**config.mk**
```make
export PLATFORM = sky130hd
export DESIGN_NAME = trace_buffer_ctrl_flat
export DESIGN_NICKNAME = d
export VERILOG_FILES = /design/src/rtl/trace_pkg.sv /design/src/rtl/trace_buffer_ctrl_if.sv /design/src/rtl/Dpram.sv /design/src/rtl/trace_rd_skid.sv /design/src/rtl/trace_buffer_ctrl.sv /design/src/flat_wrapper.sv
export SDC_FILE = /design/constraint.sdc
export NUM_CORES = 1
export LEC_CHECK = 0
export CAP_MARGIN = 20
export CORE_ASPECT_RATIO = 1.5
export CORE_UTILIZATION = 45
export CTS_BUF_LIST = sky130_fd_sc_hd__clkbuf_4 sky130_fd_sc_hd__clkbuf_8
export CTS_CLUSTER_DIAMETER = 40
export DETAILED_ROUTE_END_ITERATION = 8
export SLEW_MARGIN = 20
export SYNTH_ARGS = -nofsm -noshare
export SYNTH_HDL_FRONTEND = slang
export SYNTH_SLANG_ARGS = --single-unit
```
**constraint.sdc**
```tcl
create_clock -name io_clk -period 9.8 [get_ports io_clk]
set_input_delay 1.47 -clock io_clk [delete_from_list [all_inputs] [get_ports io_clk]]
set_output_delay 1.47 -clock io_clk [all_outputs]
set_load 0.02 [all_outputs]
```
**src/rtl/trace_pkg.sv**
```systemverilog
// trace_pkg: shared types for the trace buffer controller.
//   state_t    - capture/readout controller state
//   addr_width - address/count width for a given buffer depth
package trace_pkg;

    typedef enum logic [2:0] {
        IDLE,
        CAPTURE,
        POST,
        DONE,
        READOUT
    } state_t;

    function automatic int addr_width(input int depth);
        return $clog2(depth);
    endfunction

endpackage

```
**src/rtl/trace_buffer_ctrl_if.sv**
```systemverilog
// trace_buffer_ctrl_if: readout stream of the trace buffer.
//   io_rd_start - pulse, begin a readout of the frozen buffer
//   io_rd_valid / io_rd_ready / io_rd_data / io_rd_last - valid/ready beat stream
// master: the controller (beat source); slave: the readout consumer.
interface trace_buffer_ctrl_if #(
    parameter int wordWidth = 8
);
    logic                 io_rd_start;
    logic                 io_rd_valid;
    logic                 io_rd_ready;
    logic [wordWidth-1:0] io_rd_data;
    logic                 io_rd_last;

    modport master (
        input  io_rd_start, io_rd_ready,
        output io_rd_valid, io_rd_data, io_rd_last
    );

    modport slave (
        output io_rd_start, io_rd_ready,
        input  io_rd_valid, io_rd_data, io_rd_last
    );
endinterface

```
**src/rtl/Dpram.sv**
```systemverilog
// Dpram: dual-port RAM, one clock, 1-cycle registered read on port B.
//   clk                     - clock
//   a_wr / a_adr / a_data   - port A write
//   b_wr / b_adr / b_data   - port B write
//   b_q                     - port B read data, valid the cycle after b_adr
// Contents are not reset.
module Dpram #(
    parameter  int wordCount = 64,
    parameter  int wordWidth = 8,
    localparam int AW        = $clog2(wordCount)
) (
    input  logic                 clk,
    input  logic                 a_wr,
    input  logic [AW-1:0]        a_adr,
    input  logic [wordWidth-1:0] a_data,
    input  logic                 b_wr,
    input  logic [AW-1:0]        b_adr,
    input  logic [wordWidth-1:0] b_data,
    output logic [wordWidth-1:0] b_q
);
    logic [wordWidth-1:0] mem [wordCount];

    always_ff @(posedge clk) begin
        if (a_wr) mem[a_adr] <= a_data;
        if (b_wr) mem[b_adr] <= b_data;
        b_q <= mem[b_adr];
    end
endmodule

```
**src/rtl/trace_rd_skid.sv**
```systemverilog
// trace_rd_skid: 2-entry valid/ready skid buffer for RAM read data.
//   clk, rst                    - clock, async active-high reset
//   in_valid / in_data          - push (no backpressure: caller keeps occupancy <= 2)
//   out_valid/out_ready/out_data- registered output stream
//   count                       - current occupancy (0..2)
// Output data comes straight from a storage register, so it holds
// steady while the consumer stalls.
module trace_rd_skid #(
    parameter int W = 9
) (
    input  logic         clk,
    input  logic         rst,
    input  logic         in_valid,
    input  logic [W-1:0] in_data,
    output logic         out_valid,
    input  logic         out_ready,
    output logic [W-1:0] out_data,
    output logic [1:0]   count
);
    logic [W-1:0] slot [2];
    logic         wr_idx;
    logic         rd_idx;
    logic [1:0]   cnt;
    logic         pop;

    assign out_valid = (cnt != 2'd0);
    assign out_data  = slot[rd_idx];
    assign count     = cnt;
    assign pop       = out_valid && out_ready;

    always_ff @(posedge clk or posedge rst) begin
        if (rst) begin
            slot[0] <= '0;
            slot[1] <= '0;
            wr_idx  <= 1'b0;
            rd_idx  <= 1'b0;
            cnt     <= 2'd0;
        end else begin
            if (in_valid) begin
                slot[wr_idx] <= in_data;
                wr_idx       <= ~wr_idx;
            end
            if (pop) rd_idx <= ~rd_idx;
            cnt <= cnt + 2'(in_valid) - 2'(pop);
        end
    end
endmodule

```
**src/rtl/trace_buffer_ctrl.sv**
```systemverilog
// trace_buffer_ctrl: circular trace capture over a Dpram.
//   io_clk, io_reset       - clock, async active-high reset
//   io_arm                 - pulse: restart capture (IDLE/DONE only)
//   io_sample_valid/_data  - incoming sample stream (port A writes)
//   io_trigger             - trigger qualifier, with io_sample_valid
//   io_post_count          - samples stored after the trigger sample
//   io_capturing/io_triggered/io_done/io_wrapped - status
//   rd                     - readout stream (start pulse + valid/ready beats)
// Readout drains the frozen buffer oldest-first; the buffer is kept so it
// can be read again.
module trace_buffer_ctrl import trace_pkg::*; #(
    parameter  int wordCount = 64,
    parameter  int wordWidth = 8,
    localparam int AW        = addr_width(wordCount)
) (
    input  logic                 io_clk,
    input  logic                 io_reset,
    input  logic                 io_arm,
    input  logic                 io_sample_valid,
    input  logic [wordWidth-1:0] io_sample_data,
    input  logic                 io_trigger,
    input  logic [AW-1:0]        io_post_count,
    output logic                 io_capturing,
    output logic                 io_triggered,
    output logic                 io_done,
    output logic                 io_wrapped,
    trace_buffer_ctrl_if.master  rd
);
    state_t               state, state_nxt;
    logic [AW-1:0]        wr_ptr, rd_ptr, remaining, oldest;
    logic [AW:0]          beats_left, stored_n;
    logic                 inflight, inflight_last;
    logic [1:0]           skid_cnt;
    logic                 skid_valid, skid_last;
    logic [wordWidth-1:0] skid_data, ram_q;
    logic                 wr_en, arm_ok, start_ok, rd_issue, pop, last_pop;
    logic [2:0]           occ_after;

    assign stored_n  = io_wrapped ? (AW+1)'(wordCount) : {1'b0, wr_ptr};
    assign oldest    = io_wrapped ? wr_ptr : '0;
    assign pop       = skid_valid && rd.io_rd_ready;
    assign last_pop  = pop && skid_last;
    // Slots that will be taken next cycle if nothing new is issued: the
    // read now in flight lands in the skid, minus whatever leaves this cycle.
    assign occ_after = 3'(inflight) + 3'(skid_cnt) - 3'(pop);

    // ---- state register
    always_ff @(posedge io_clk or posedge io_reset) begin
        if (io_reset) state <= IDLE;
        else          state <= state_nxt;
    end

    // ---- next state
    always_comb begin
        state_nxt = state;
        unique case (state)
            IDLE:    if (io_arm) state_nxt = CAPTURE;
            CAPTURE: if (io_sample_valid && io_trigger)
                         state_nxt = (io_post_count == '0) ? DONE : POST;
            POST:    if (io_sample_valid && remaining == AW'(1)) state_nxt = DONE;
            DONE:    if (io_arm)               state_nxt = CAPTURE;
                     else if (rd.io_rd_start)  state_nxt = READOUT;
            READOUT: if (last_pop) state_nxt = DONE;
            default: state_nxt = IDLE;
        endcase
    end

    // ---- state-decoded outputs and strobes
    always_comb begin
        io_capturing = 1'b0;
        io_done      = 1'b0;
        arm_ok       = 1'b0;
        start_ok     = 1'b0;
        rd_issue     = 1'b0;
        unique case (state)
            IDLE:    arm_ok = io_arm;
            CAPTURE,
            POST:    io_capturing = 1'b1;
            DONE: begin
                io_done  = 1'b1;
                arm_ok   = io_arm;
                start_ok = !io_arm && rd.io_rd_start;
            end
            READOUT: begin
                io_done  = 1'b1;
                rd_issue = (beats_left != '0) && (occ_after < 3'd2);
            end
            default: ;
        endcase
        wr_en = io_capturing && io_sample_valid;
    end

    // ---- pointers, counters, sticky flags
    always_ff @(posedge io_clk or posedge io_reset) begin
        if (io_reset) begin
            wr_ptr        <= '0;
            rd_ptr        <= '0;
            remaining     <= '0;
            beats_left    <= '0;
            inflight      <= 1'b0;
            inflight_last <= 1'b0;
            io_wrapped    <= 1'b0;
            io_triggered  <= 1'b0;
        end else begin
            if (arm_ok) begin
                wr_ptr       <= '0;
                io_wrapped   <= 1'b0;
                io_triggered <= 1'b0;
            end else if (wr_en) begin
                wr_ptr <= wr_ptr + AW'(1);
                if (wr_ptr == AW'(wordCount - 1)) io_wrapped <= 1'b1;
                if (state == CAPTURE && io_trigger) begin
                    io_triggered <= 1'b1;
                    remaining    <= io_post_count;
                end else if (state == POST) begin
                    remaining <= remaining - AW'(1);
                end
            end

            if (start_ok) begin
                rd_ptr     <= oldest;
                beats_left <= stored_n;
            end else if (rd_issue) begin
                rd_ptr     <= rd_ptr + AW'(1);
                beats_left <= beats_left - (AW+1)'(1);
            end

            // Track the read whose data appears on ram_q next cycle.
            inflight      <= rd_issue;
            inflight_last <= rd_issue && (beats_left == (AW+1)'(1));
        end
    end

    Dpram #(
        .wordCount(wordCount),
        .wordWidth(wordWidth)
    ) u_ram (
        .clk    (io_clk),
        .a_wr   (wr_en),
        .a_adr  (wr_ptr),
        .a_data (io_sample_data),
        .b_wr   (1'b0),
        .b_adr  (rd_ptr),
        .b_data ('0),
        .b_q    (ram_q)
    );

    trace_rd_skid #(
        .W(wordWidth + 1)
    ) u_skid (
        .clk       (io_clk),
        .rst       (io_reset),
        .in_valid  (inflight),
        .in_data   ({inflight_last, ram_q}),
        .out_valid (skid_valid),
        .out_ready (rd.io_rd_ready),
        .out_data  ({skid_last, skid_data}),
        .count     (skid_cnt)
    );

    assign rd.io_rd_valid = skid_valid;
    assign rd.io_rd_data  = skid_data;
    assign rd.io_rd_last  = skid_last;
endmodule

```
**src/flat_wrapper.sv**
```systemverilog
// flat-port wrapper written by rule: the top's interface ports become plain ports
module trace_buffer_ctrl_flat import trace_pkg::*;
#(
    parameter  int wordCount = 64,
    parameter  int wordWidth = 8,
    localparam int AW        = addr_width(wordCount)
)
  (io_clk, io_reset, io_arm, io_sample_valid, io_sample_data, io_trigger, io_post_count, io_capturing, io_triggered, io_done, io_wrapped, rd_io_rd_start, rd_io_rd_ready, rd_io_rd_valid, rd_io_rd_data, rd_io_rd_last);
  trace_buffer_ctrl_if #(.wordWidth(wordWidth)) rd_i ();
  input  logic io_clk;
  input  logic io_reset;
  input  logic io_arm;
  input  logic io_sample_valid;
  input  logic [wordWidth-1:0] io_sample_data;
  input  logic io_trigger;
  input  logic [AW-1:0] io_post_count;
  output logic io_capturing;
  output logic io_triggered;
  output logic io_done;
  output logic io_wrapped;
  input wire logic [$bits(rd_i.io_rd_start)-1:0] rd_io_rd_start;
  input wire logic [$bits(rd_i.io_rd_ready)-1:0] rd_io_rd_ready;
  output wire logic [$bits(rd_i.io_rd_valid)-1:0] rd_io_rd_valid;
  output wire logic [$bits(rd_i.io_rd_data)-1:0] rd_io_rd_data;
  output wire logic [$bits(rd_i.io_rd_last)-1:0] rd_io_rd_last;
  assign rd_i.io_rd_start = rd_io_rd_start;
  assign rd_i.io_rd_ready = rd_io_rd_ready;
  assign rd_io_rd_valid = rd_i.io_rd_valid;
  assign rd_io_rd_data = rd_i.io_rd_data;
  assign rd_io_rd_last = rd_i.io_rd_last;
  trace_buffer_ctrl #(.wordCount(wordCount), .wordWidth(wordWidth)) u_core (.io_clk(io_clk), .io_reset(io_reset), .io_arm(io_arm), .io_sample_valid(io_sample_valid), .io_sample_data(io_sample_data), .io_trigger(io_trigger), .io_post_count(io_post_count), .io_capturing(io_capturing), .io_triggered(io_triggered), .io_done(io_done), .io_wrapped(io_wrapped), .rd(rd_i));
endmodule
```
# Word-level counts from Yosys, hierarchy flattened
# Memories as Yosys holds them, arrays and structs flattened. A register that Yosys moved wholly into a read port is not among the register bits.
# Index checks and enable logic that the tools add are counted.
[totals] reg_bits=54 mem_bits_rw=512 inputBits=21 output_inout_bits=14 word_cells=108 mem_count=1
[mem_list] memory="u_core.u_ram.mem" depth=64 word_bits=8 read_ports=1 rd_clocked_by_memory_dff=1 write_ports=1 line_no="Dpram.sv:21" text="logic [wordWidth-1:0] mem [wordCount];"
[classes] add_sub_neg=8 n_lt_le_gt_ge=4 n_eq_ne=12 muxes=37 bitwise=5 n_reduce_logical=27
[op_table] operator="two-way mux 6 bit" n=7
[op_table] operator="two-way mux 9 bit" n=4
[op_table] operator="two-way mux 7 bit" n=3
[op_table] operator="bitwise mux 18 bit" n=1
[op_table] operator="two-way mux 3 bit" n=6
[op_table] operator="case mux 3 bit (5 select lines)" n=1
[op_table] operator="two-way mux 1 bit" n=14
[op_table] operator="adder 6 x 1 -> 6 bit (second input constant)" n=2
[op_table] operator="nonzero test 2 bit" n=6
[op_table] operator="logical AND 1 bit" n=10
[op_table] operator="demux 9 bit (select 1 bit)" n=1
[op_table] operator="equality test 7 x 1 -> 1 bit (second input constant)" n=1
[op_table] operator="nonzero test 7 bit" n=1
[op_table] operator="subtractor 7 x 1 -> 7 bit (second input constant)" n=1
[op_table] operator="equality test 3 x 2 -> 1 bit (second input constant)" n=2
[op_table] operator="equality test 6 x 1 -> 1 bit (second input constant)" n=1
[op_table] operator="equality test 6 bit (second input constant)" n=1
[op_table] operator="logical NOT 6 bit" n=1
[op_table] operator="!= test 2 x 1 -> 1 bit (second input constant)" n=3
[op_table] operator="OR reduction 2 bit" n=3
[op_table] operator="subtractor 6 x 1 -> 6 bit (second input constant)" n=1
[op_table] operator="AND reduction 5 bit" n=1
[op_table] operator=">= comparator 2 bit (second input constant)" n=2
[op_table] operator="inverter 1 -> 2 bit" n=2
[op_table] operator="other kinds (15)" n=18

# Longest topological paths before layout
# Gate-level depths: netlist of the first run.
[depth] word_depth=8 mapped_depth=12 ltp_nobuf=11

# Modules after synthesis
# A second synthesis of the first run with hierarchy kept.
[unflattened] hier_cells=2212 area_unflattened_um2=30234.0
[by_module_without_submodules] mod="Dpram" instances=1 cells_each=1924 area_per_inst_um2=27206.1 seq_area_each_um2=15534.9
[by_module_without_submodules] mod="trace_buffer_ctrl" instances=1 cells_each=224 area_per_inst_um2=2025.7 seq_area_each_um2=800.8
[by_module_without_submodules] mod="trace_rd_skid" instances=1 cells_each=64 area_per_inst_um2=1002.2 seq_area_each_um2=550.5

# Worst setup path before layout of the first run
# OpenSTA, ideal clock, no wires.
[synth_path] path_kind="input port to flip-flop" start="input port rd_io_rd_ready" end="register u_core.rd_ptr[2]" setup_time_ns=0.077 t_arrival_ns=3.910 t_required_ns=9.723 path_slack_ns=5.812 stages=11 cell_sequence="and2_1 ha_1 inv_1 ha_1 fa_1 or4b_4 a311oi_4 buf_6 nand2_2 xor2_1 a21oi_1"
[synth_via] elab_chain_len=6
[synth_rtl] element="start, declared" line_no="flat_wrapper.sv:22" text="input wire logic [$bits(rd_i.io_rd_ready)-1:0] rd_io_rd_ready;"
[synth_rtl] element="logical AND 1 bit" line_no="trace_buffer_ctrl.sv:41" text="assign pop = skid_valid && rd.io_rd_ready;"
[synth_rtl] element="subtractor 3 x 1 -> 3 bit" line_no="trace_buffer_ctrl.sv:45" text="assign occ_after = 3'(inflight) + 3'(skid_cnt) - 3'(pop);"
[synth_rtl] element="net u_core.occ_after[1]" line_no="trace_buffer_ctrl.sv:37" text="logic [2:0] occ_after;"
[synth_rtl] element="< comparator 3 x 2 -> 1 bit" line_no="trace_buffer_ctrl.sv:86" text="rd_issue = (beats_left != '0) && (occ_after < 3'd2);"
[synth_rtl] element="logical AND 1 bit" line_no="trace_buffer_ctrl.sv:86"
[synth_rtl] element="two-way mux 1 bit" line_no="trace_buffer_ctrl.sv:75" text="unique case (state)"
[synth_rtl] element="net u_core.rd_issue" line_no="trace_buffer_ctrl.sv:36" text="logic wr_en, arm_ok, start_ok, rd_issue, pop, last_pop;"
[synth_rtl] element="nonzero test 2 bit (no source line)"
[synth_rtl] element="end signal, assigned" line_no="trace_buffer_ctrl.sv:121" text="rd_ptr <= oldest;"
[synth_rtl] element="end signal, assigned" line_no="trace_buffer_ctrl.sv:124" text="rd_ptr <= rd_ptr + AW'(1);"
[synth_rtl] element="end, declared" line_no="trace_buffer_ctrl.sv:30" text="logic [AW-1:0] wr_ptr, rd_ptr, remaining, oldest;"
# The timed path passes the listed nets, and every way through them passes these cells.
# A chain may end at the register's enable or synchronous reset.

# Worst setup path after layout of the first run
[layout_path] start="input port rd_io_rd_ready" end="register u_core.beats_left[5]"
[layout_via] elab_chain_len=6
[layout_rtl] element="logical AND 1 bit" line_no="trace_buffer_ctrl.sv:41"
[layout_rtl] element="net u_core.pop" line_no="trace_buffer_ctrl.sv:36"
[layout_rtl] element="subtractor 3 x 1 -> 3 bit" line_no="trace_buffer_ctrl.sv:45"
[layout_rtl] element="net u_core.occ_after[1]" line_no="trace_buffer_ctrl.sv:37"
[layout_rtl] element="< comparator 3 x 2 -> 1 bit" line_no="trace_buffer_ctrl.sv:86"
[layout_rtl] element="logical AND 1 bit" line_no="trace_buffer_ctrl.sv:86"
[layout_rtl] element="two-way mux 1 bit" line_no="trace_buffer_ctrl.sv:75"
[layout_rtl] element="nonzero test 2 bit (no source line)"
[layout_rtl] element="end signal, assigned" line_no="trace_buffer_ctrl.sv:122" text="beats_left <= stored_n;"
[layout_rtl] element="end signal, assigned" line_no="trace_buffer_ctrl.sv:125" text="beats_left <= beats_left - (AW+1)'(1);"
[layout_rtl] element="end, declared" line_no="trace_buffer_ctrl.sv:31" text="logic [AW:0] beats_left, stored_n;"
# The timed path passes the listed nets, and every way through them passes these cells.

==> results of run 1 <==
==> sequential cells by signal (all words and copies together) (netlist names), 2 cells and up <==
name and count:
u_core.wr_ptr 6, u_core.u_ram.b_q 8, u_core.rd_ptr 6, u_core.state 3, u_core.beats_left 7, u_core.u_ram.mem 512, u_core.remaining 6, u_core.u_skid.slot 18
u_core.u_skid.count 2
==> power groups by stage <==
stage                     registers [W]  clock network (W)  logic, W
after CTS                       0.00290            0.00197   0.00196
after global routing            0.00291            0.00207   0.00206
final                           0.00290            0.00193   0.00194
after detailed placement        0.00295                  0   0.00195
after global placement          0.00295                  0   0.00194
after floorplan                 0.00288                  0   0.00139
==> cell families (layout without fill, tap and decap cells) <==
kind of cell,after synthesis,in the layout,share of synthesized area
buf+inv,98,217,0.02117
simple gates,165,165,0.03454
mux,220,220,0.1324
xor+xnor,20,20,0.007640
flops,574,574,0.7365
fa+ha+maj,10,10,0.005785
compound gates,211,211,0.06194
other cells,0,1,0
==> critical path: cells and delay by family <==
| family | cells | cell delay [ns] |
|---|---|---|
| simple gates | 3 | 0.88 |
| compound gates | 2 | 0.81 |
| xor+xnor | 1 | 0.21 |
| buf+inv | 2 | 0.42 |
| fa+ha+maj | 3 | 0.95 |
==> final cells by class <==
| cell class | instances | area (sq um) |
|---|---|---|
| Clock buffer | 100 | 1270 |
| Multi-Input combinational cell | 626 | 5564 |
| Inverter | 17 | 63.81 |
| Sequential cell | 574 | 16890 |
| Clock inverter | 46 | 417.9 |
| Fill cell | 4046 | 24910 |
| Timing Repair Buffer | 54 | 466.7 |
| Tap cell | 669 | 837.1 |
| Antenna cell | 1 | 2.502 |
==> layer usage <==
metal / wire length [um] / up-vias / track usage
met2: 27780 / 333 / 0.3734
li1: - / 5299 / -
met5: 0 / - / 0
met4: 1917 / 0 / 0.09027
met1: 20180 / 6106 / 0.2380
met3: 2326 / 92 / 0.03354
==> path summary, 6_finish.rpt <==
check	slack (ns)	end	cells past startpoint	from
min in group asynchronous	1.35	u_core.u_skid.slot[13]$_DFFE_PP0P_	3	io_reset
setup / recovery	5.60	u_core.beats_left[5]$_DFFE_PP0P_	11	rd_io_rd_ready
hold reg to reg	0.49	u_core.u_skid.wr_idx$_DFFE_PP0P_	1	u_core.u_skid.wr_idx$_DFFE_PP0P_
hold / removal	0.49	u_core.u_skid.wr_idx$_DFFE_PP0P_	1	u_core.u_skid.wr_idx$_DFFE_PP0P_
max in group asynchronous	7.89	u_core.rd_ptr[0]$_DFFE_PP0P_	3	io_reset
setup reg to reg	5.82	u_core.u_ram.b_q[5]$_DFF_P_	6	u_core.rd_ptr[0]$_DFFE_PP0P_
==> cell usage in the layout (no fill, tap or decap), types with 18 or more instances in the layout <==
master and n:
o21ai_0 43, buf_4 18, a221oi_1 40, edfxtp_1 512, o22ai_1 18, dfrtp_1 52
nand2_1 20, clkdlybuf4s50_1 26, clkinv_1 20, mux4_2 64, mux2_2 27, nor2_1 80
clkbuf_8 83, a21oi_1 51, mux2i_1 129
==> per-stage QoR <==
stage	power (W)	util	area, sq um
after floorplan	0.004270	-	22930
after global placement	0.004887	0.4722	23810
after detailed placement	0.004902	0.4722	23810
after CTS	0.006825	0.5057	25500
after global routing	0.007049	0.5060	25510
final	0.006771	0.5060	25510
==> flow_summary.ini, run 1 <==
[placed_design]
dp_hpwl_um = 32980
io_buffer_count = 34
dp.cells = 1939
place_congestion = 0.8893
pre_cts_ws_ns = 4.891

[timing]
max-slew-margin-rel = 0.3223
setup_viol = 0
post-route-min-period_ns = 4.202
hold_violations = 0
tightestPinTransition_ns = 1.017
hold_ws_ns = 0.4865
fin_setup_tns_ns = 0
rsz0062_at_grt = no
period_share = 0.4287
clock_skew_ns = 0.02375
slew_viol_final = 0
clock.fmax_mhz = 238.0
fin_ws_ns = 5.598

[floorplanning]
fp.dieH_um = 278.5
die_x_um = 186.3
core-area_sq_um = 50420
start_util = 0.4547
placementRows = 101
dieArea_sq_um = 51880
pin_count = 35

[grt]
antenna_found_initial = 1
grt_max_degree = 122
grtUsageTotal = 0.2056
grt_pass1_vias = 12410
grt_first_pass_wirelength_um = 78440
overflow = 0

[yosys]
yosys.cell_count.top_type = edfxtp_1
ys_seq_area_frac = 0.7365
synth_cell_types = 56
yosysTopAreaCell = edfxtp_1
synthTopCellsByCount = edfxtp_1 (512), mux2i_1 (129), nor2_1 (80)
synthTopCellsByArea = edfxtp_1 (67%), mux4_2 (6.3%), dfrtp_1 (5.9%), mux2i_1 (5.6%), a221oi_1 (1.5%)
ys.flop_type = edfxtp_1
syn_nets = 1329
synth-seq-cells = 574
async_reset_ff_frac = 0.09408
yosys_warnings = 0
syn_avg_cell_area_sq_um = 17.66
syn_inst = 1298
synth_area_sq_um = 22930
synth-edff-count = 512
synth_top_area_share = 0.6706

[layout]
area_growth_syn_to_layout_pct = 11.27
finalNonFillerCells = 2087
num-nets-final = 1385
drive_above_1_share = 0.1835

[worst_setup_path]
cp_cell_sequence = clkdlybuf4s50_1, and2_1, ha_1, inv_1, ha_1, fa_1, or4b_4, a311oi_4, nand4_1, xor2_1, a21oi_1
cp-start-kind = input port
crit_required_ns = 10.33
crit_type = in2reg
critPathArrivalTime_ns = 4.73
cpMostUsedCell = ha_1
slowest_stage = a311oi_4
path_max_fanout = 17
cp_slowest_stage_delay_ns = 0.72
crit_path_end_kind = register

[clocking]
path_clk_slew_ns = 0.07
cts_hold_buffers = 0
cts_setup_buffers = 0
cts_buffer_depth = 3
clk-insertion-delay-late_ns = 0.65
ctsRootBufferMaster = clkbuf_8
cts_made_buffers = 81
htreeDepth = 3
cts_tree = built
cts.repair.resized = 0
clock_sink_count = 574

[outcome]
outcome = finished clean

[pwr]
swShare = 0.3216
combPwrFrac = 0.287
clockPowerShare = 0.285
leakage_nw = 8.527
seqPwrFrac = 0.428
internal-power_w = 0.004594
power.density_nw_per_um2 = 265.4
p_switching_w = 0.002178
irDropWorstVdd_v = 0.0002378

[route]
wl_um = 52210
vias = 11830
drt.antenna.violating_nets = 0
drc = 0
viasPerCell = 5.668
first_pass_iters = 7
detail_route.wl_per_cell_um = 25.02
drt-initial-drc-count = 816

[run]
drv_cap = 0

[hold_path]
min_path_type = reg2reg
(Power assumes the default switching activity.)
==> run 2, diff against run 1 <==
==> constraint.sdc (replaced) <==
create_clock -name io_clk -period 3.47 [get_ports io_clk]
set_input_delay 0.5205 -clock io_clk [delete_from_list [all_inputs] [get_ports io_clk]]
set_output_delay 0.5205 -clock io_clk [all_outputs]
set_load 0.02 [all_outputs]
==> run 2 against run 1 <==
  * Global-route usage increased by 1.2 points
  * Register-to-register slack got worse by 5.7 ns
  * Critical path depth increased by 1
  * Non-clock buffer count increased by 123
  * Sequential power increased to 2.9 times the previous value
  * Final cell count increased by 5.8%
  * Combinational power increased to 3.1 times the previous value
  * Clock power increased to 2.7 times the previous value
  * Critical path type is now reg2reg
  * Highest routed layer unchanged
==> flow_summary.ini, run 2 (same netlist as run 1, synthesis figures left out) <==
[timing]
clock.fmax_mhz = 300.9
period_share = 0.9578
hold_ws_ns = 0.3621
clock_skew_ns = 0.02307
max-slew-margin-rel = 0.3984
post-route-min-period_ns = 3.324
hold_violations = 0
setup_viol = 0
tightestPinTransition_ns = 0.8984
slew_viol_final = 0
fin_setup_tns_ns = 0

[route]
drc = 0
drt-initial-drc-count = 947
drt.antenna.violating_nets = 0
wl_met3_um = 2855
vias = 12500
wl_um = 55900
detail_route.wl_per_cell_um = 25.31
wl_met2_um = 28870
first_pass_iters = 5
viasPerCell = 5.660
routed.top_layer = met4
drt-met1-wl_um = 22270

[floorplanning]
core-area_sq_um = 50420
die_x_um = 186.3
start_util = 0.4547
dieArea_sq_um = 51880
placementRows = 101
fp.dieH_um = 278.5
pin_count = 35

[worst_setup_path]
reg2reg_setup_slack_ns = 0.15
crit_start = u_core.u_skid.count[1]$_DFF_PP0_
setup.worst_path.end = u_core.rd_ptr[3]$_DFFE_PP0P_
crit_required_ns = 4.02
crit_type = reg2reg
rr_endpoint = u_core.rd_ptr[3]$_DFFE_PP0P_
critPathArrivalTime_ns = 3.87
cp-start-kind = register
crit_path_end_kind = register
path_max_fanout = 7
reg2reg_depth = 12
timing.rr.start = u_core.u_skid.count[1]$_DFF_PP0_

[placed_design]
place_area_sq_um = 24790
place_congestion = 0.8544
dp.cells = 2061
io_buffer_count = 34
dp_hpwl_um = 35970

[hold_path]
hold_depth = 1
min_path_type = in2reg

[clocking]
clock_sink_count = 574
ctsRootBufferMaster = clkbuf_8
clk-insertion-delay-late_ns = 0.64
cts_made_buffers = 81
htreeDepth = 3
cts_buffer_depth = 3
path_clk_slew_ns = 0.06
cts_tree = built

[layout]
num-nets-final = 1508
area_growth_syn_to_layout_pct = 15.49
drive_above_1_share = 0.2547
num-fill-cells = 4015
finalNonFillerCells = 2209
mostFrequentLayoutCell = edfxtp_1
largest_reg_flops = 512
final_cell_mix = edfxtp_1 (512), buf_4 (136), mux2i_1 (129)
final_area_sq_um = 26480
largest_register = u_core.u_ram.mem
top_regs = u_core.u_ram.mem (512), u_core.u_skid.slot (18), u_core.u_ram.b_q (8)

[grt]
grtUsageTotal = 0.2176
overflow = 0
grt_first_pass_wirelength_um = 83150
antenna_found_initial = 1
grt_max_degree = 65
grt_pass1_vias = 12840

[pwr]
power.density_nw_per_um2 = 739.4
irDropWorstVdd_v = 0.0003522
total_power_w = 0.01958
leakage_nw = 9.194

[run]
drv_cap = 0

[outcome]
outcome = finished clean
[run 2: cell types whose count changed in the layout (fill, tap and decap cells not counted), moves of 2 or more]
| cell | previous run | this run |
|---|---|---|
| clkinv_1 | 20 | 15 |
| clkinvlp_4 | 7 | 1 |
| buf_4 | 18 | 136 |
| buf_12 | 1 | 6 |
| nand3_2 | 0 | 2 |
| nand3_1 | 16 | 14 |
| clkinv_2 | 8 | 3 |
| clkbuf_4 | 17 | 35 |
| ha_1 | 9 | 7 |
| clkbuf_8 | 83 | 87 |
| clkinv_4 | 3 | 1 |
| bufinv_16 | 7 | 2 |
[run 2: how the worst min path moves through the flow]
stage                                startpoint                                  to  slack, ns
2_1_floorplan  u_core.u_skid.wr_idx$_DFFE_PP0P_    u_core.u_skid.wr_idx$_DFFE_PP0P_       0.45
3_3_place_gp   u_core.u_skid.wr_idx$_DFFE_PP0P_    u_core.u_skid.wr_idx$_DFFE_PP0P_       0.47
3_5_place_dp        u_core.u_ram.b_q[3]$_DFF_P_  u_core.u_skid.slot[12]$_DFFE_PP0P_       0.48
4_1_cts                       io_sample_data[5]   u_core.u_ram.mem[54][5]$_DFFE_PP_       0.33
5_1_grt                       io_sample_data[5]   u_core.u_ram.mem[55][5]$_DFFE_PP_       0.37
6_report                      io_sample_data[5]   u_core.u_ram.mem[53][5]$_DFFE_PP_       0.36
[run 2: cell type report]
cell class                 instances  area (sq um)  area share
antenna                            1         2.502  0.00009450
clock buffer                     122          1460     0.05514
clock inverter                    23         161.4    0.006096
inverter                          17         63.81    0.002410
multi-input combinational        626          5597      0.2114
sequential                       574         16890      0.6379
tap                              669         837.1     0.03161
timing repair buffer             177          1466     0.05538
[run 2: where the power goes]
| part | leakage [nW] | switching, W | internal (W) |
|---|---|---|---|
| combinational | 2.96 | 0.00342 | 0.00255 |
| sequential | 5.37 | 0.000457 | 0.00785 |
| clock | 0.862 | 0.00246 | 0.00284 |
| total | 9.19 | 0.00634 | 0.0132 |
[run 2: stage by stage]
step | util | setup slack [ns]
6_report | 0.5252 | 0.1463
5_1_grt | 0.5252 | -0.002868
4_1_cts | 0.5237 | 0.1084
3_5_place_dp | 0.4916 | -0.08213
3_3_place_gp | 0.4916 | -0.04802
2_1_floorplan | - | 0.1603
[run 2: timing repair]
item / CTS / global route
gates resized for setup: 0 / 7
setup endpoints to repair: 0 / 4
hold buffers: 0 / 0
setup buffers: 0 / 1
[run 2: critical path: stages, from the launching register on]
cell	delay (ns)
dfrtp_1	0.37
or2_4	0.25
and2_4	0.15
ha_4	0.25
inv_1	0.03
ha_2	0.16
fa_1	0.47
or4b_4	0.56
a311oi_4	0.40
buf_12	0.18
nand3_1	0.08
xor2_1	0.16
a21oi_1	0.17
[run 2: layer usage]
| metal | vias to the layer above | global-route usage |
|---|---|---|
| met3 | 92 | 0.03594 |
| met4 | 0 | 0.08921 |
| met5 | - | 0 |
| met1 | 6440 | 0.2683 |
| li1 | 5552 | - |
| met2 | 418 | 0.3793 |
==> run 3, diff against run 2 <==
==> constraint.sdc (replaced) <==
create_clock -name io_clk -period 2.85 [get_ports io_clk]
set_input_delay 0.4275 -clock io_clk [delete_from_list [all_inputs] [get_ports io_clk]]
set_output_delay 0.4275 -clock io_clk [all_outputs]
set_load 0.02 [all_outputs]
==> run 3 against run 2 <==
  * The run now ends with DRC, setup timing left
  * Via count is 0.11% lower
  * Register-to-register slack worse by 0.44 ns
  * Sequential power grew 22%
  * Count of clock-buffer cells in the layout decreased by 11
  * First-iteration DRC count is 14% lower
  * Design area up 0.69%
  * Final cell count increased by 1.0%
  * Critical path type unchanged
  * Largest cell class unchanged
  * Largest power group unchanged
==> flow_summary.ini, run 3 (same netlist as run 1, synthesis figures left out) <==
[timing]
tightestPinTransition_ns = 1.077
post-route-min-period_ns = 3.140
clock.fmax_mhz = 318.4
period_share = 1.102
hold_ws_ns = 0.1253
max-slew-margin-rel = 0.2823
slew_viol_final = 0
fin_setup_tns_ns = -3.317
fin_ws_ns = -0.2904
setup_viol = 15
hold_violations = 0
rsz0062_at_grt = yes
clock_skew_ns = 0.03137

[placed_design]
dp_hpwl_um = 34810
io_buffer_count = 34
place_congestion = 0.9124
pre_cts_ws_ns = -0.6398

[floorplanning]
dieArea_sq_um = 51880
placementRows = 101
fp.dieH_um = 278.5
pin_count = 35
core-area_sq_um = 50420
start_util = 0.4547
die_x_um = 186.3

[outcome]
outcome = finished with violations
violations = DRC, setup timing

[worst_setup_path]
cp_top_family = simple AND/OR/NAND/NOR gates
cpMostUsedCell = ha_4
cp_slowest_stage_delay_ns = 0.51
path_max_fanout = 8
slowest_stage = or4b_4
cp-start-kind = register
reg2reg_depth = 13
cp_cell_sequence = or2_4, and2_4, ha_4, inv_2, ha_4, fa_1, or4b_4, a311oi_4, buf_12, buf_4, buf_6, xnor2_2, a21oi_1
crit_type = reg2reg
critPathArrivalTime_ns = 3.66
crit_buf_inv = 4
crit_cells = 13
crit_required_ns = 3.37
crit_path_end_kind = register

[clocking]
cts_buffer_depth = 3
ctsRootBufferMaster = clkbuf_8
clk-insertion-delay-late_ns = 0.66
path_clk_slew_ns = 0.07
htreeDepth = 3
clock_sink_count = 574
cts_tree = built
cts_made_buffers = 81

[pwr]
clockPowerShare = 0.263
swShare = 0.3264
p_switching_w = 0.007697
combPwrFrac = 0.310
internal-power_w = 0.01588
total_power_w = 0.02358
irDropWorstVdd_v = 0.0004467
power.density_nw_per_um2 = 884.4
seqPwrFrac = 0.427
leakage_nw = 9.312

[layout]
mostFrequentLayoutCell = edfxtp_1
area_growth_syn_to_layout_pct = 16.28
largest_register = u_core.u_ram.mem
num-fill-cells = 4062
largest_reg_flops = 512
final_cell_mix = edfxtp_1 (512), buf_4 (155), mux2i_1 (129)
num-nets-final = 1531
drive_above_1_share = 0.2689
top_regs = u_core.u_ram.mem (512), u_core.u_skid.slot (18), u_core.u_ram.b_q (8)

[grt]
grt_first_pass_wirelength_um = 80360
grt_max_degree = 65
antenna_found_initial = 1
grtUsageTotal = 0.2101
grt_pass1_vias = 12850
overflow = 0

[route]
first_pass_iters = 9
vias = 12490
detail_route.wl_per_cell_um = 24.13
drc = 2
drt.antenna.violating_nets = 0
wl_um = 53860
drt-initial-drc-count = 818
viasPerCell = 5.595

[run]
drv_cap = 0

[hold_path]
min_path_type = in2async
==> run 3: layer usage <==
layer  part of all wire  track usage
met5                  0            0
met4              0.030      0.08116
met3              0.052      0.03682
met2               0.52       0.3687
met1               0.40       0.2574
==> run 3: power by group through the flow <==
stage               clock, W  sequential, W  combinational [W]
finish               0.00620         0.0101            0.00732
global route         0.00669         0.0101            0.00776
CTS                  0.00636         0.0101            0.00731
detailed placement         0         0.0102            0.00723
global placement           0         0.0102            0.00718
floorplan                  0        0.00990            0.00480
==> run 3: area by class of cell <==
class                      count  area, sq um  share of cell area
antenna                        1        2.502          0.00009386
clock buffer                 111         1390             0.05214
clock inverter                34        173.9            0.006523
multi-input combinational    626         5654              0.2121
timing repair buffer         200         1649             0.06185
sequential                   574        16890              0.6335
inverter                      17        63.81            0.002393
tap                          669        837.1             0.03140
==> run 3: metrics by stage <==
| step | instance area, sq um | util | instances |
|---|---|---|---|
| after detailed placement | 24960 | 0.4950 | 2080 |
| after global placement | 24960 | 0.4950 | 2080 |
| after CTS | 26640 | 0.5284 | 2230 |
| after global routing | 26660 | 0.5288 | 2232 |
| after floorplan | 22950 | - | 1298 |
| final | 26660 | 0.5288 | 2232 |
==> run 3: repair_timing <==
action,4_1_cts,5_1_grt
resized for setup,12,7
hold endpoints to repair,0,0
gates cloned,1,0
setup endpoints to repair,14,15
buffers inserted,4,2
pin swaps,12,7
hold buffers,0,0
==> run 3: final timing paths <==
| path | from | endpoint | slack [ns] |
|---|---|---|---|
| max | u_core.u_skid.count[0]$_DFF_PP0_ | u_core.beats_left[0]$_DFFE_PP0P_ | -0.29 |
| min | io_reset | u_core.u_skid.slot[11]$_DFFE_PP0P_ | 0.13 |
| max reg2reg | u_core.u_skid.count[0]$_DFF_PP0_ | u_core.beats_left[0]$_DFFE_PP0P_ | -0.29 |
| min reg2reg | u_core.u_skid.wr_idx$_DFFE_PP0P_ | u_core.u_skid.wr_idx$_DFFE_PP0P_ | 0.49 |
| max in group asynchronous | io_reset | u_core.state[0]$_DFFE_PP0P_ | 2.08 |
| min in group io_clk | io_sample_data[4] | u_core.u_ram.mem[30][4]$_DFFE_PP_ | 0.25 |
==> RTL change, RTL diff (settings of run 3) <==
Register the output `io_triggered` once more, cleared by the reset; this adds one clock of latency there. The other outputs are not delayed to match.
--- a/src/rtl/trace_buffer_ctrl.sv
+++ b/src/rtl/trace_buffer_ctrl.sv
@@ -28,2 +28,4 @@
 );
+
+    logic io_triggered_s0;
     state_t               state, state_nxt;
@@ -102,3 +104,3 @@
             io_wrapped    <= 1'b0;
-            io_triggered  <= 1'b0;
+            io_triggered_s0 <= 1'b0;
         end else begin
@@ -107,3 +109,3 @@
                 io_wrapped   <= 1'b0;
-                io_triggered <= 1'b0;
+                io_triggered_s0 <= 1'b0;
             end else if (wr_en) begin
@@ -112,3 +114,3 @@
                 if (state == CAPTURE && io_trigger) begin
-                    io_triggered <= 1'b1;
+                    io_triggered_s0 <= 1'b1;
                     remaining    <= io_post_count;
@@ -163,2 +165,10 @@
     assign rd.io_rd_last  = skid_last;
+    always_ff @(posedge io_clk or posedge io_reset) begin
+        if (io_reset) begin
+            io_triggered <= '0;
+        end else begin
+            io_triggered <= io_triggered_s0;
+        end
+    end
+
 endmodule
Formal check against the unedited RTL: not equivalent (Yosys sat finds a counterexample within 4 cycles, from zero or initial values and one cycle with io_reset high).
==> RTL change against run 3 <==
- the flow finishes with violations (negative setup slack)
- power rose by 0.99%
- count of clock-buffer cells in the layout rose by 2
- maximum frequency fell by 0.29%
- worst setup slack got worse by 0.0090 ns
- sequential cell count rose by 1
- final area rose by 0.11%
- non-clock buffer count fell by 1
- synthesized area rose by 0.11%
- synthesized cell count barely moved
- sequential power barely moved
- wire length rose by 0.51%
==> RTL change: results <==
detailed_routing:
  met2WireLength_um: 28610
  via_count: 12531
  dr_wl_met3_um: 2395
  wl_per_cell_um: 24.27
  dr.pass1.iters: 5
  highest_layer: "met4"
  viasPerCell: 5.619
  routedLengthMet1_um: 21650
  drt_iter0_drc: 949
layout:
  nNetsFinal: 1530
  nFillCells: 4049
  drive_gt1_frac: 0.2699
  reg_top3: "u_core.u_ram.mem x512, u_core.u_skid.slot x18, u_core.u_ram.b_q x8"
placed_design:
  dp_cells: 2081
  dp_slack_ns: -0.6500
  gp_congestion: 0.8557
  io_buffers: 34
  postPlaceCellArea_um2: 25020
  place.detailed.hpwl_um: 34890
global_routing:
  grt_pass1_wl_um: 81850
  grt_pass1_vias: 13203
  grt_start_max_net_pins: 65
  grt_util_all_layers: 0.2129
  antenna_found_initial: 1
status:
  violations: "negative setup slack"
  status: "complete, but fails checks"
sta:
  fin_ws_ns: -0.2995
  finalHoldWorstSlack_ns: 0.06616
  tightest_slew_ns: 0.9222
  setup_viol: 15
  skew_ns: 0.02821
pwr:
  power_leakage_nw: 9.303
  ir_worst_vdd_uv: 418.8
clocking:
  worst_skew_pair.late_latency_ns: 0.65
  cts_root_buffer: "clkbuf_8"
  h-tree-depth: 3
  numCtsBuffers: 80
  clockBufferDepth: 3
setup_path:
  r2r-start: "u_core.u_skid.count[1]$_DFF_PP0_"
  arrival_ns: 3.72
  r2r-end: "u_core.rd_ptr[5]$_DFFE_PP0P_"
  crit_slowest_cell: "or4b_4"
  reg2regPathDepth: 12
worst_hold_path:
  min_from: "io_sample_data[2]"
  min_path_cells: 1
  holdCritPathClass: "primary input to register"
yosys:
  syn_avg_cell_area_um2: 17.67
  synth_area_leaders: "edfxtp_1 67%, mux4_2 6.3%, dfrtp_1 6.0%"
  synthMuxAreaShare: 0.1323
  ys_top_cells_by_count: "512 x edfxtp_1, 129 x mux2i_1, 80 x nor2_1"
  yosys_warnings: 0
  synth-xor-area-share: 0.007632
  syn_nets: 1330
  yosysSeqAreaShare: 0.7368
  synth_compound_area_frac: 0.06187
  synth_cell_type_count: 56
  synth-adder-area-share: 0.005778
  async_reset_ff_frac: 0.09565
[RTL change: cell families (layout without fill, tap and decap cells)]
family | after synthesis | after routing
multiplexers | 220 | 220
buffers and inverters | 98 | 359
AND/OR/NAND/NOR | 165 | 165
adder cells (fa/ha/maj) | 10 | 10
flip-flops | 575 | 575
XOR/XNOR | 20 | 20
AO/OA/AOI/OAI | 211 | 211
other | 0 | 1
[RTL change: cell type report]
| cell class | instances | area share |
|---|---|---|
| Timing Repair Buffer | 199 | 0.06249 |
| Inverter | 17 | 0.002391 |
| Multi-Input combinational cell | 626 | 0.2116 |
| Clock inverter | 30 | 0.006797 |
| Sequential cell | 575 | 0.6338 |
| Antenna cell | 1 | 0.00009375 |
| Clock buffer | 113 | 0.05147 |
| Tap cell | 669 | 0.03136 |
[RTL change: worst max path at each step]
stage	from	end	slack [ns]	cells past startpoint
5_1_grt	u_core.u_skid.count[1]$_DFF_PP0_	u_core.beats_left[5]$_DFFE_PP0P_	-0.41	12
3_5_place_dp	rd_io_rd_ready	u_core.rd_ptr[5]$_DFFE_PP0P_	-0.65	12
4_1_cts	u_core.u_skid.count[1]$_DFF_PP0_	u_core.beats_left[3]$_DFFE_PP0P_	-0.33	13
2_1_floorplan	u_core.u_skid.count[1]$_DFF_PP0_	u_core.beats_left[3]$_DFFE_PP0P_	-0.33	12
6_report	u_core.u_skid.count[1]$_DFF_PP0_	u_core.rd_ptr[5]$_DFFE_PP0P_	-0.30	12
3_3_place_gp	rd_io_rd_ready	u_core.rd_ptr[5]$_DFFE_PP0P_	-0.58	12
[RTL change: routing by layer]
layer  GRT usage  vias up
met1      0.2578     6508
met2      0.3839      336
met5           0        -
li1            -     5595
met3     0.02989       92
met4     0.07947        0
[RTL change: power breakdown]
group          switching (W)  internal [W]
Sequential          0.000476       0.00958
Combinational        0.00420       0.00332
Clock                0.00302       0.00322
Total                0.00769        0.0161
[RTL change: timing repair]
| item | CTS | global route |
|---|---|---|
| endpoints found under the setup margin | 14 | 19 |
| hold buffers | 0 | 0 |
| hold endpoints to repair | 0 | 0 |
| resized for setup | 8 | 6 |
| buffers inserted | 5 | 0 |
| cloned | 1 | 0 |
| pin swaps | 14 | 4 |
[RTL change: worst max-delay path: cells and delay by family (launching register included)]
family / cells / cell delay, ns
buf+inv: 2 / 0.21
xor+xnor: 1 / 0.17
fa+ha+maj: 3 / 0.86
simple gates: 4 / 1.00
flops: 1 / 0.38
compound gates: 2 / 0.45
[RTL change: through the flow]
| stage | utilization | TNS, ns |
|---|---|---|
| after global placement | 0.4950 | -7.118 |
| after CTS | 0.5279 | -3.678 |
| after floorplan | - | -3.904 |
| after global routing | 0.5280 | -5.336 |
| after detailed placement | 0.4950 | -7.890 |
| final | 0.5280 | -3.513 |
